File: src/rtl/regfile_wb_arbiter.sv
// Writeback arbiter for a 16x16 register file: round-robin between ALU (A) and load (B)
// requesters, with an optional post-reset sweep that clears r0..r15.
module regfile_wb_arbiter #(
    parameter logic INIT_CLEAR = 1'b1
) (
    input  logic        clk,
    input  logic        rst_n,
    input  logic        a_valid,
    input  logic [3:0]  a_reg,
    input  logic [15:0] a_data,
    output logic        a_ready,
    input  logic        b_valid,
    input  logic [3:0]  b_reg,
    input  logic [15:0] b_data,
    output logic        b_ready,
    output logic        WriteReg,
    output logic [3:0]  DstReg,
    output logic [15:0] DstData,
    output logic        init_done,
    output logic [7:0]  conflict_cnt
);

    localparam logic [0:0] ST_INIT = 1'b0;
    localparam logic [0:0] ST_ARB  = 1'b1;

    logic [0:0] state;
    logic [3:0] sweep_cnt;
    logic       last_b;     // 1 = B was granted most recently
    logic       both_valid;
    logic       a_fire;
    logic       b_fire;

    assign both_valid = a_valid && b_valid;
    assign a_fire     = a_valid && a_ready;
    assign b_fire     = b_valid && b_ready;

    // NOTE: every output gets a default before the branches so no latch is inferred.
    // rst_n is included so the readies fall immediately on reset even when the sweep is skipped.
    always_comb begin
        a_ready = 1'b0;
        b_ready = 1'b0;
        if (rst_n && state == ST_ARB) begin
            if (both_valid) begin
                a_ready = last_b;
                b_ready = !last_b;
            end else begin
                a_ready = a_valid;
                b_ready = b_valid;
            end
        end
    end

    // NOTE: sequential state uses non-blocking assignments so all flops update together.
    always_ff @(posedge clk or negedge rst_n) begin
        if (!rst_n) begin
            state        <= INIT_CLEAR ? ST_INIT : ST_ARB;
            sweep_cnt    <= 4'h0;
            last_b       <= 1'b1;
            WriteReg     <= 1'b0;
            DstReg       <= 4'h0;
            DstData      <= 16'h0000;
            init_done    <= 1'b0;
            conflict_cnt <= 8'h00;
        end else begin
            case (state)
                ST_INIT: begin
                    WriteReg  <= 1'b1;
                    DstReg    <= sweep_cnt;
                    DstData   <= 16'h0000;
                    sweep_cnt <= sweep_cnt + 4'h1;
                    if (sweep_cnt == 4'hF) begin
                        state <= ST_ARB;
                    end
                end
                default: begin
                    init_done <= 1'b1;
                    WriteReg  <= 1'b0;
                    // r0 is hardwired to zero: its transfers update priority but write nothing
                    if (a_fire) begin
                        last_b <= 1'b0;
                        if (a_reg != 4'h0) begin
                            WriteReg <= 1'b1;
                            DstReg   <= a_reg;
                            DstData  <= a_data;
                        end
                    end else if (b_fire) begin
                        last_b <= 1'b1;
                        if (b_reg != 4'h0) begin
                            WriteReg <= 1'b1;
                            DstReg   <= b_reg;
                            DstData  <= b_data;
                        end
                    end
                    if (both_valid && conflict_cnt != 8'hFF) begin
                        conflict_cnt <= conflict_cnt + 8'h01;
                    end
                end
            endcase
        end
    end

endmodule
File: config.mk
export PLATFORM = sky130hd
export DESIGN_NAME = regfile_wb_arbiter
export DESIGN_NICKNAME = d
export VERILOG_FILES = /design/src/rtl/regfile_wb_arbiter.sv
export SDC_FILE = /design/constraint.sdc
export NUM_CORES = 1
export LEC_CHECK = 0
export CORE_MARGIN = 10
export CORE_UTILIZATION = 39
export DETAILED_ROUTE_END_ITERATION = 8
export GPL_ROUTABILITY_DRIVEN = 0
export MAX_ROUTING_LAYER = met4
export PLACE_DENSITY = 0.82
export SYNTH_ARGS = -nofsm -noshare
export SYNTH_HDL_FRONTEND = slang
export SYNTH_SLANG_ARGS = --single-unit
File: constraint.sdc
create_clock -name clk -period 2.3 [get_ports clk]
set_clock_uncertainty 0.15 [all_clocks]
set_input_delay 0.46 -clock clk [delete_from_list [all_inputs] [get_ports clk]]
set_output_delay 0.46 -clock clk [all_outputs]
set_load 0.005 [all_outputs]
# Word-level counts from Yosys, hierarchy flattened

Cells that the tools add are included.

Register bits after elaboration: 36
Output and inout bits: 32
Logic and storage cells: 50

$add $sub $neg: 2
Equal/unequal tests: 5
Mux-type cells: 23
Reduce and logical (&&, ||, !) cells: 12

Operators with widths:

| cell                  | number |
|---|---|
| $mux W16              | 5 |
| $mux W4               | 5 |
| $mux W1               | 13 |
| $add A8 B1 Y8 const B | 1 |
| $ne A8 B8 Y1 const B  | 1 |
| $reduce_bool A4 Y1    | 2 |
| $ne A3 B1 Y1 const B  | 2 |
| $logic_and A1 B1 Y1   | 5 |
| $add A4 B1 Y4 const B | 1 |
| $eq A4 B4 Y1 const B  | 1 |
| $reduce_and A2 Y1     | 2 |
| $ne A3 B2 Y1 const B  | 1 |
| $reduce_and A3 Y1     | 1 |
| $reduce_bool A2 Y1    | 1 |
| $logic_not A1 Y1      | 1 |

# Logic depth before layout (Yosys ltp)

Gate-level depths: netlist of the first run.

Word-level depth: 7
Mapped depth: 7
Gate-level depth less buffers: 5

# Worst setup path before layout of the first run

No wires, ideal clock.

Path kind: input-to-reg
Start point: in b_reg[2]
End point: reg DstData[0]
Library setup time: 0.125 ns
Data arrival time: 1.666 ns
Data required time: 2.025 ns
Setup slack: 0.359 ns
Stages on the path: 5
Path buffers: 1
Cells stage by stage: or4_1 -> nand4_1 -> a31oi_4 -> buf_6 -> mux2_4

Word-level cells in the longest chain between the ends: 3

RTL lines:

| what                        | RTL line | RTL |
|---|---|---|
| start, declared             | 13       | `input logic [3:0] b_reg,` |
| $reduce_bool A4 Y1          | 88       | `if (b_reg != 4'h0) begin` |
| $ne A3 B1 Y1 (no line)      | -        |  |
| $reduce_and A3 Y1 (no line) | -        |  |
| end signal, assigned        | 84       | `DstData <= a_data;` |
| end signal, assigned        | 91       | `DstData <= b_data;` |
| end, declared               | 18       | `output logic [15:0] DstData,` |

Every way passes these cells.
A chain may end at the register's enable or synchronous reset.

# Worst setup path in the final report of the first run

Start point: in b_reg[2]
End point: reg DstReg[2]

Word-level cells in the longest chain between the ends: 4
Elaborated cells on any way between the ends: 7
Classes of those cells: eq/ne: 1; mux: 4; reduce/logical: 2

RTL lines:

| what                                                                       | RTL line | RTL |
|---|---|---|
| parallel branches: the longest is 4 deep, another holds $reduce_bool A4 Y1 | -        |  |
| end signal, assigned                                                       | 68       | `DstReg <= sweep_cnt;` |
| end signal, assigned                                                       | 83       | `DstReg <= a_reg;` |
| end signal, assigned                                                       | 90       | `DstReg <= b_reg;` |
| end, declared                                                              | 17       | `output logic [3:0] DstReg,` |

Parallel ways; which one is timed is not known. The select of a mux whose other input is x is not followed.

==> results of run 1 <==
## layout by cell type (no fill, tap or decap), types with 2 or more instances in the layout
master and instances:
sky130_fd_sc_hd__nand3_1 5, sky130_fd_sc_hd__dlygate4sd2_1 2, sky130_fd_sc_hd__mux2_2 3, sky130_fd_sc_hd__nand4_1 6
sky130_fd_sc_hd__xor2_1 6, sky130_fd_sc_hd__xnor2_1 4, sky130_fd_sc_hd__buf_12 2, sky130_fd_sc_hd__o211ai_1 16
sky130_fd_sc_hd__a31oi_1 5, sky130_fd_sc_hd__buf_4 16, sky130_fd_sc_hd__dfrtp_1 35, sky130_fd_sc_hd__nand2_1 3
sky130_fd_sc_hd__clkbuf_8 6, sky130_fd_sc_hd__o21ai_0 20, sky130_fd_sc_hd__ha_1 2, sky130_fd_sc_hd__clkdlybuf4s50_1 71
sky130_fd_sc_hd__nor2_1 7, sky130_fd_sc_hd__clkinv_2 2, sky130_fd_sc_hd__mux2_4 19, sky130_fd_sc_hd__inv_1 18
sky130_fd_sc_hd__nor3_1 3
## per-stage QoR
step / util (%) / setup slack, ns
final: 62.3 / 0.0853
after global routing: 62.3 / 0.0213
after CTS: 61.9 / 0.00345
after detailed placement: 59.8 / -0.176
after global placement: 59.8 / -0.173
after floorplan: - / 0.359
## how the worst max path moves through the flow
stage            endpoint  slack (ns)  cells after the start
3_5_place_dp   DstData[1]       -0.18                      6
5_1_grt           b_ready        0.02                      3
3_3_place_gp      a_ready       -0.17                      5
4_1_cts           a_ready       0.003                      4
2_1_floorplan  DstData[0]        0.36                      5
6_report        DstReg[2]        0.09                      6
## cells in the mapped netlist, drive strengths merged
cell / count / share of area, %
and3: 1 / 0.32
inv: 18 / 3.4
nand4b: 1 / 0.44
and2: 1 / 0.32
nor2b: 1 / 0.32
ha: 2 / 1.3
nand2: 3 / 0.57
or4: 2 / 0.95
a21oi: 1 / 0.25
mux2: 22 / 16
o21ai: 20 / 5.0
dfrtp: 35 / 44
nand4: 6 / 1.9
o2111ai: 1 / 0.76
nand2b: 2 / 0.63
o211ai: 16 / 6.1
dfstp: 1 / 1.3
buf: 6 / 2.4
nor3: 4 / 1.6
clkbuf: 7 / 1.3
xor2: 6 / 2.6
a31oi: 6 / 2.6
a31o: 1 / 0.44
nand3: 6 / 1.8
nor2: 7 / 1.3
xnor2: 4 / 1.8
or2: 1 / 0.32
## power by group through the flow
stage / Clock [mW] / Sequential (mW) / Combinational [mW]
finish: 0.456 / 0.894 / 0.778
global route: 0.495 / 0.917 / 0.840
CTS: 0.471 / 0.893 / 0.783
detailed placement: 0 / 0.899 / 0.780
global placement: 0 / 0.897 / 0.757
floorplan: 0 / 0.893 / 0.312
## critical path, delay by kind of cell
family          cells  cell delay, ns
mux                 1            0.30
simple gates        2            0.69
buf+inv             2            0.63
compound gates      1            0.14
## timing repair
item	in CTS	in global routing
setup endpoints to repair	2	1
setup buffers	2	1
endpoints found under the hold margin	0	0
gates resized for setup	2	2
## kinds of logic (layout without fill, tap and decap cells)
group,count (synthesis),in the layout,synth area share (%)
AOI/OAI and AO/OA,45,45,15.2
DFF,36,36,45.5
and+or+nand+nor,35,35,10.4
buffers and inverters,31,119,7.13
muxes,22,22,16.1
xor gates and xnor gates,10,10,4.42
adders and majority gates,2,2,1.26
## flip-flops by register name, indices dropped and copies added (netlist names)
register,count
DstData,16
DstReg,4
WriteReg,1
conflict_cnt,8
init_done,1
last_b,1
state,1
sweep_cnt,4
## area by class of cell
type / count / area share, %
Timing Repair Buffer: 93 / 30.2
Inverter: 18 / 2.25
Multi-Input combinational cell: 114 / 31.6
Sequential cell: 36 / 30.1
Tap cell: 67 / 2.79
Clock inverter: 2 / 0.333
Clock buffer: 6 / 2.75
## layer usage
metal	vias to the layer above	routed length [microns]	part of all wire (%)	track usage, %
li1	817	-	-	-
met4	0	95	1.7	4.57
met2	71	2480	44	19.9
met5	-	0	0	-
met1	805	2680	48	16.6
met3	11	325	5.8	4.03
==> results.md, run 1 <==
| Quantity | Value |
|:---|:---|
| Worst Reg-to-Reg Cells | 6 |
| Worst setup path startpoint | b_reg[2] |
| Number of standard cells in the layout, taps in and fillers out | 336 |
| Endpoints failing hold | 0 |
| Filler Cells Inserted | 415 |
| Power Dens Cells | 709 nW/um^2 |
| Setup Total Neg Slack | 0 ns |
| Wire length of the first global-routing pass | 8840 microns |
| Portion of total power attributed to sequential cells | 42.0% |
| Internal | 1.53 mW |
| Area taken by flip-flops and latches | 902 sq um |
| Register area share after synthesis | 45.5% |
| Netlist cell types | 34 |
| TritonCTS clock tree | built |
| Crit path cell chain | clkdlybuf4s50_1 -> or4_1 -> nand4_1 -> a31oi_4 -> buf_12 -> mux2_4 |
| Count of hold buffers inserted by post-cts repair | 0 |
| Worst ir drop on vdd | 0.000342 V |
| Number of buffers created by CTS | 5 |
| Maximum cell stage delay along the critical path | 0.54 ns |
| R2R Path End | DstData[15] |
| Critical Path Source Type | input pin |
| Drt drc | 0 |
| Final worst hold slack | 0.117 ns |
| Floorplan die area | 8340 sq um |
| Classification of the worst-slack hold path | input pin to asynchronous set/reset pin |
| Worst-case register-to-register setup slack | 0.29 ns |
| Standard cell with the maximum stage delay on the critical path | sky130_fd_sc_hd__or4_1 |
| Clock Tree Buf Depth | 2 |
| Final setup viols | 0 |
| Count of buffers from port buffering | 75 |
| Average instance area after synthesis | 11.0 sq um |
| Slew Viols, Final | 0 |
| Leak | 1.35 nW |
| Clock-pin transition on the worst setup and hold timing paths | 0.07 ns |
| Via/cell ratio | 5.07 |
| Largest driver fanout on the critical path | 11 |
| Part of the cycle the worst path needs | 96.3% |
| Clock Tree Root | sky130_fd_sc_hd__clkbuf_8 |
| Vertical die dimension | 91.3 microns |
| Result of the run | complete, no violations |
| Actual slew at the worst max-slew pin | 0.453 ns |
| Cell row count | 25 |
| R2R Path Start | last_b |
| TritonCTS Sinks | 36 |
| Area occupied by multi-input gates | 950 sq um |
| Congestion Overflow GR | 0 |
| Vias in the first global route | 1819 |
| Area of placed instances | 2880 sq um |
| Data arrival at the endpoint of the critical path | 2.23 ns |
| 1st-pass router iterations | 4 |
| DP Cell Count | 325 |
| Top Ports | 76 |
| Violation count after the first detailed-routing iteration | 64 |
| Crit Path Category | input pin to flop |
| Final Critical Period | 2.21 ns |
| Routed length per placed instance | 16.6 microns |
| Syn nets | 227 |
| Data required time at the worst endpoint | 2.31 ns |
| Area growth from synthesis to final layout | 51.4% |
| Layout cell share with drive strength beyond 1 | 21.9% |
| Antenna viol nets, final | 0 |
| Number of synthesized register bits | 36 |
| Overall via count from detail_route | 1704 |
| Instance count of the mapped netlist | 181 |
| Total power draw | 2.13 mW |
| RSZ-0062 raised after global routing | no |
| Starting density of the core | 41.2% |
| Maximum clock frequency | 452 MHz |
| Overall fraction of global-route tracks in use | 13.3% |
| Sw Pwr | 0.594 mW |
| Pin count of the biggest net entering global routing | 37 |
| H-tree levels | 2 |
| HPWL reported at the end of detailed placement | 4260 microns |
| Insertion delay of the later-clocked pin in the worst-skew pair | 0.28 ns |
| Combinational group share of total power | 36.5% |
| Non-Filler Cell Area, Final | 3000 sq um |
| Core region area | 4820 sq um |
| Sum of routed wire length over all layers | 5580 microns |
| Floorplan die width | 91.3 microns |
| Rel. slew slack | 69.8% |
| Net count of the finished layout | 314 |
| Crit. End Element | flop |
| Part of the power in the clock network | 21.4% |
| Number of antenna violations at the first check in global routing | 0 |
| Synthesis warning total | 0 |
| Switch share | 27.9% |
| Max-cap violation count | 0 |
| Total inserted antenna cells | 0 |
| Post-Syn Area | 1980 sq um |
Note: power is estimated with default switching activity, not from simulation.
==> run 2: changes to the inputs <==
Settings changed: ABC_AREA set to 1, PLACE_DENSITY 0.82 to 0.83, SKIP_LAST_GASP set to 1.
==> run 2 against run 1 <==
  * Routed wire length rose by 2.8%
  * Clock-buffer cell count increased by 1
  * Critical endpoint is now a_ready
  * Sequential power fell by 5.4%
  * Hold slack barely moved
  * Critical path type is now input pin to output pin
  * Core utilization decreased by 0.34 points
  * Die area decreased by 0.59%
  * Highest routed layer unchanged
  * Final area down 0.54%
  * Critical path depth is the same
  * Global-route usage rose by 0.51 points
==> results.md, run 2 <==
| Quantity | Value |
|:---|:---|
| Data arrival at the endpoint of the critical path | 1.50 ns |
| Vertical die dimension | 91.0 microns |
| Final worst hold slack | 0.117 ns |
| H-tree levels | 2 |
| Floorplan die area | 8290 sq um |
| Instance count of the mapped netlist | 260 |
| Max-cap violation count | 0 |
| Leak | 1.50 nW |
| Rel. slew slack | 71.8% |
| Overall via count from detail_route | 1974 |
| Actual slew at the worst max-slew pin | 0.423 ns |
| Endpoints failing hold | 0 |
| Net count of the finished layout | 390 |
| Synthesis warning total | 0 |
| Sum of routed wire length over all layers | 5740 microns |
| Power Dens Cells | 708 nW/um^2 |
| Drt drc | 0 |
| Routed length per placed instance | 13.9 microns |
| Worst-case register-to-register setup slack | 0.48 ns |
| TritonCTS clock tree | built |
| Via/cell ratio | 4.79 |
| Data required time at the worst endpoint | 1.69 ns |
| Congestion Overflow GR | 0 |
| Slew Viols, Final | 0 |
| Critical Path Source Type | input pin |
| Overall fraction of global-route tracks in use | 13.8% |
| Post-place setup slack | -0.0881 ns |
| Classification of the worst-slack hold path | input pin to asynchronous set/reset pin |
| Wire length of the first global-routing pass | 9220 microns |
| Crit Path Category | input pin to output pin |
| Final setup viols | 0 |
| Filler Cells Inserted | 436 |
| Vias in the first global route | 1922 |
| Count of buffers from port buffering | 75 |
| Most frequently used cell type in the post-synthesis netlist | sky130_fd_sc_hd__nand2_1 |
| Number of buffers created by CTS | 5 |
| Part of the cycle the worst path needs | 91.8% |
| Number of synthesized flops with an enable pin | 0 |
| Core region area | 4820 sq um |
| Most common cell after layout, fill and taps aside | sky130_fd_sc_hd__nand2_1 |
| Layout cell share with drive strength beyond 1 | 9.86% |
| Area occupied by multi-input gates | 917 sq um |
| Worst Reg-to-Reg Cells | 10 |
| Register area share after synthesis | 45.8% |
| Clock Tree Root | sky130_fd_sc_hd__clkbuf_8 |
| Post-synth top flop | sky130_fd_sc_hd__dfrtp_1 |
| Starting density of the core | 40.9% |
| Number of antenna violations at the first check in global routing | 0 |
| Syn nets | 306 |
| Pin count of the biggest net entering global routing | 42 |
| HPWL reported at the end of detailed placement | 4350 microns |
| Crit. End Element | output pin |
| Area growth from synthesis to final layout | 51.7% |
| Insertion delay of the later-clocked pin in the worst-skew pair | 0.29 ns |
| Most common library cells after synthesis | 111 x sky130_fd_sc_hd__nand2_1, 35 x sky130_fd_sc_hd__dfrtp_1, 29 x sky130_fd_sc_hd__nand3_1 |
| Final setup margin | 0.189 ns |
| R2R Path Start | last_b |
| Top Ports | 76 |
| Violation count after the first detailed-routing iteration | 85 |
| Antenna viol nets, final | 0 |
| Worst ir drop on vdd | 0.000308 V |
| Number of synthesized register bits | 36 |
| Fraction of post-synthesis cell area in the top cell type by area | 44.5% |
| Post-Syn Area | 1970 sq um |
| Area taken by flip-flops and latches | 902 sq um |
| Result of the run | complete, no violations |
| Commonest cells after routing, fill and taps aside | 111 x sky130_fd_sc_hd__nand2_1, 72 x sky130_fd_sc_hd__clkdlybuf4s50_1, 35 x sky130_fd_sc_hd__dfrtp_1 |
| Number of flip-flops in the largest register | 16 |
| Total inserted antenna cells | 0 |
| Library cell with the largest summed area after synthesis | sky130_fd_sc_hd__dfrtp_1 |
| RSZ-0062 raised after global routing | no |
| Main area contributors after synthesis | sky130_fd_sc_hd__dfrtp_1 45%, sky130_fd_sc_hd__nand2_1 21%, sky130_fd_sc_hd__nand3_1 7.4% |
| R2R Path End | DstData[4] |
| Largest driver fanout on the critical path | 2 |
| Fraction of registers with async set/reset | 100% |
| TritonCTS Sinks | 36 |
| Clock-pin transition on the worst setup and hold timing paths | 0.07 ns |
| Cell row count | 25 |
| Number of setup buffers added after CTS | 0 |
| 1st-pass router iterations | 4 |
| Floorplan die width | 91.0 microns |
| Final Critical Period | 2.11 ns |
| Netlist cell types | 26 |
| Register bank with the most flops | DstData |
| Clock Tree Buf Depth | 2 |
| Registers with the most flip-flops | DstData x16, conflict_cnt x8 |
| Total power draw | 2.11 mW |
| Average instance area after synthesis | 7.57 sq um |
| Maximum clock frequency | 474 MHz |
==> run 2: kinds of logic after synthesis <==
logic type                 share of synthesized area, %
adders and majority gates                          1.27
xor gates and xnor gates                           4.00
and+or+nand+nor                                    39.9
buffers and inverters                              7.76
AOI/OAI and AO/OA                                  1.27
DFF                                                45.8
==> run 2: power by group <==
group          leakage, nW  switching, mW  internal [mW]  total [mW]
registers            0.444         0.0930          0.753       0.846
clock network       0.0645          0.222          0.382       0.605
logic                0.988          0.266          0.397       0.663
total                 1.50          0.581           1.53        2.11
==> run 2: metrics by stage <==
stage / setup TNS, ns / util, % / area [sq um] / std cells
2_1_floorplan: 0 / - / 1970 / 260
3_3_place_gp: -0.107 / 59.0 / 2840 / 403
3_5_place_dp: -0.161 / 59.0 / 2840 / 403
4_1_cts: -0.0553 / 61.9 / 2980 / 412
5_1_grt: 0 / 62.0 / 2990 / 412
6_report: 0 / 62.0 / 2990 / 412
==> run 2: cell type report <==
cell class	instances	area share, %
Multi-Input combinational cell	191	30.7
Sequential cell	36	30.2
Timing Repair Buffer	91	29.5
Clock buffer	7	3.23
Tap cell	67	2.81
Inverter	19	2.47
Clock inverter	1	1.01
==> run 2: layer usage <==
layer	share of wire [%]	global-route usage, %
met1	44	15.5
met2	48	22.4
met3	6.4	4.77
met4	1.3	4.57
met5	0	-
==> run 2: how the worst max path moves through the flow <==
stage          startpoint  endpoint  slack, ns
4_1_cts           b_valid   b_ready      -0.06
3_3_place_gp      a_valid   a_ready      -0.06
5_1_grt           a_valid   a_ready       0.14
2_1_floorplan      last_b   a_ready       0.69
6_report          a_valid   a_ready       0.19
3_5_place_dp      b_valid   b_ready      -0.09
==> run 2: repair_timing <==
item | CTS | global route
gates resized for setup | 2 | 1
gates cloned | 0 | 0
endpoints found under the hold margin | 2 | 0
setup endpoints to repair | 2 | 1
hold buffers | 1 | 0
==> run 2: critical path: stages <==
cell	delay (ns)
sky130_fd_sc_hd__clkdlybuf4s50_1	0.49
sky130_fd_sc_hd__inv_1	0.08
sky130_fd_sc_hd__nor2_4	0.12
sky130_fd_sc_hd__nand2_2	0.08
sky130_fd_sc_hd__inv_4	0.05
sky130_fd_sc_hd__dlygate4sd2_1	0.23
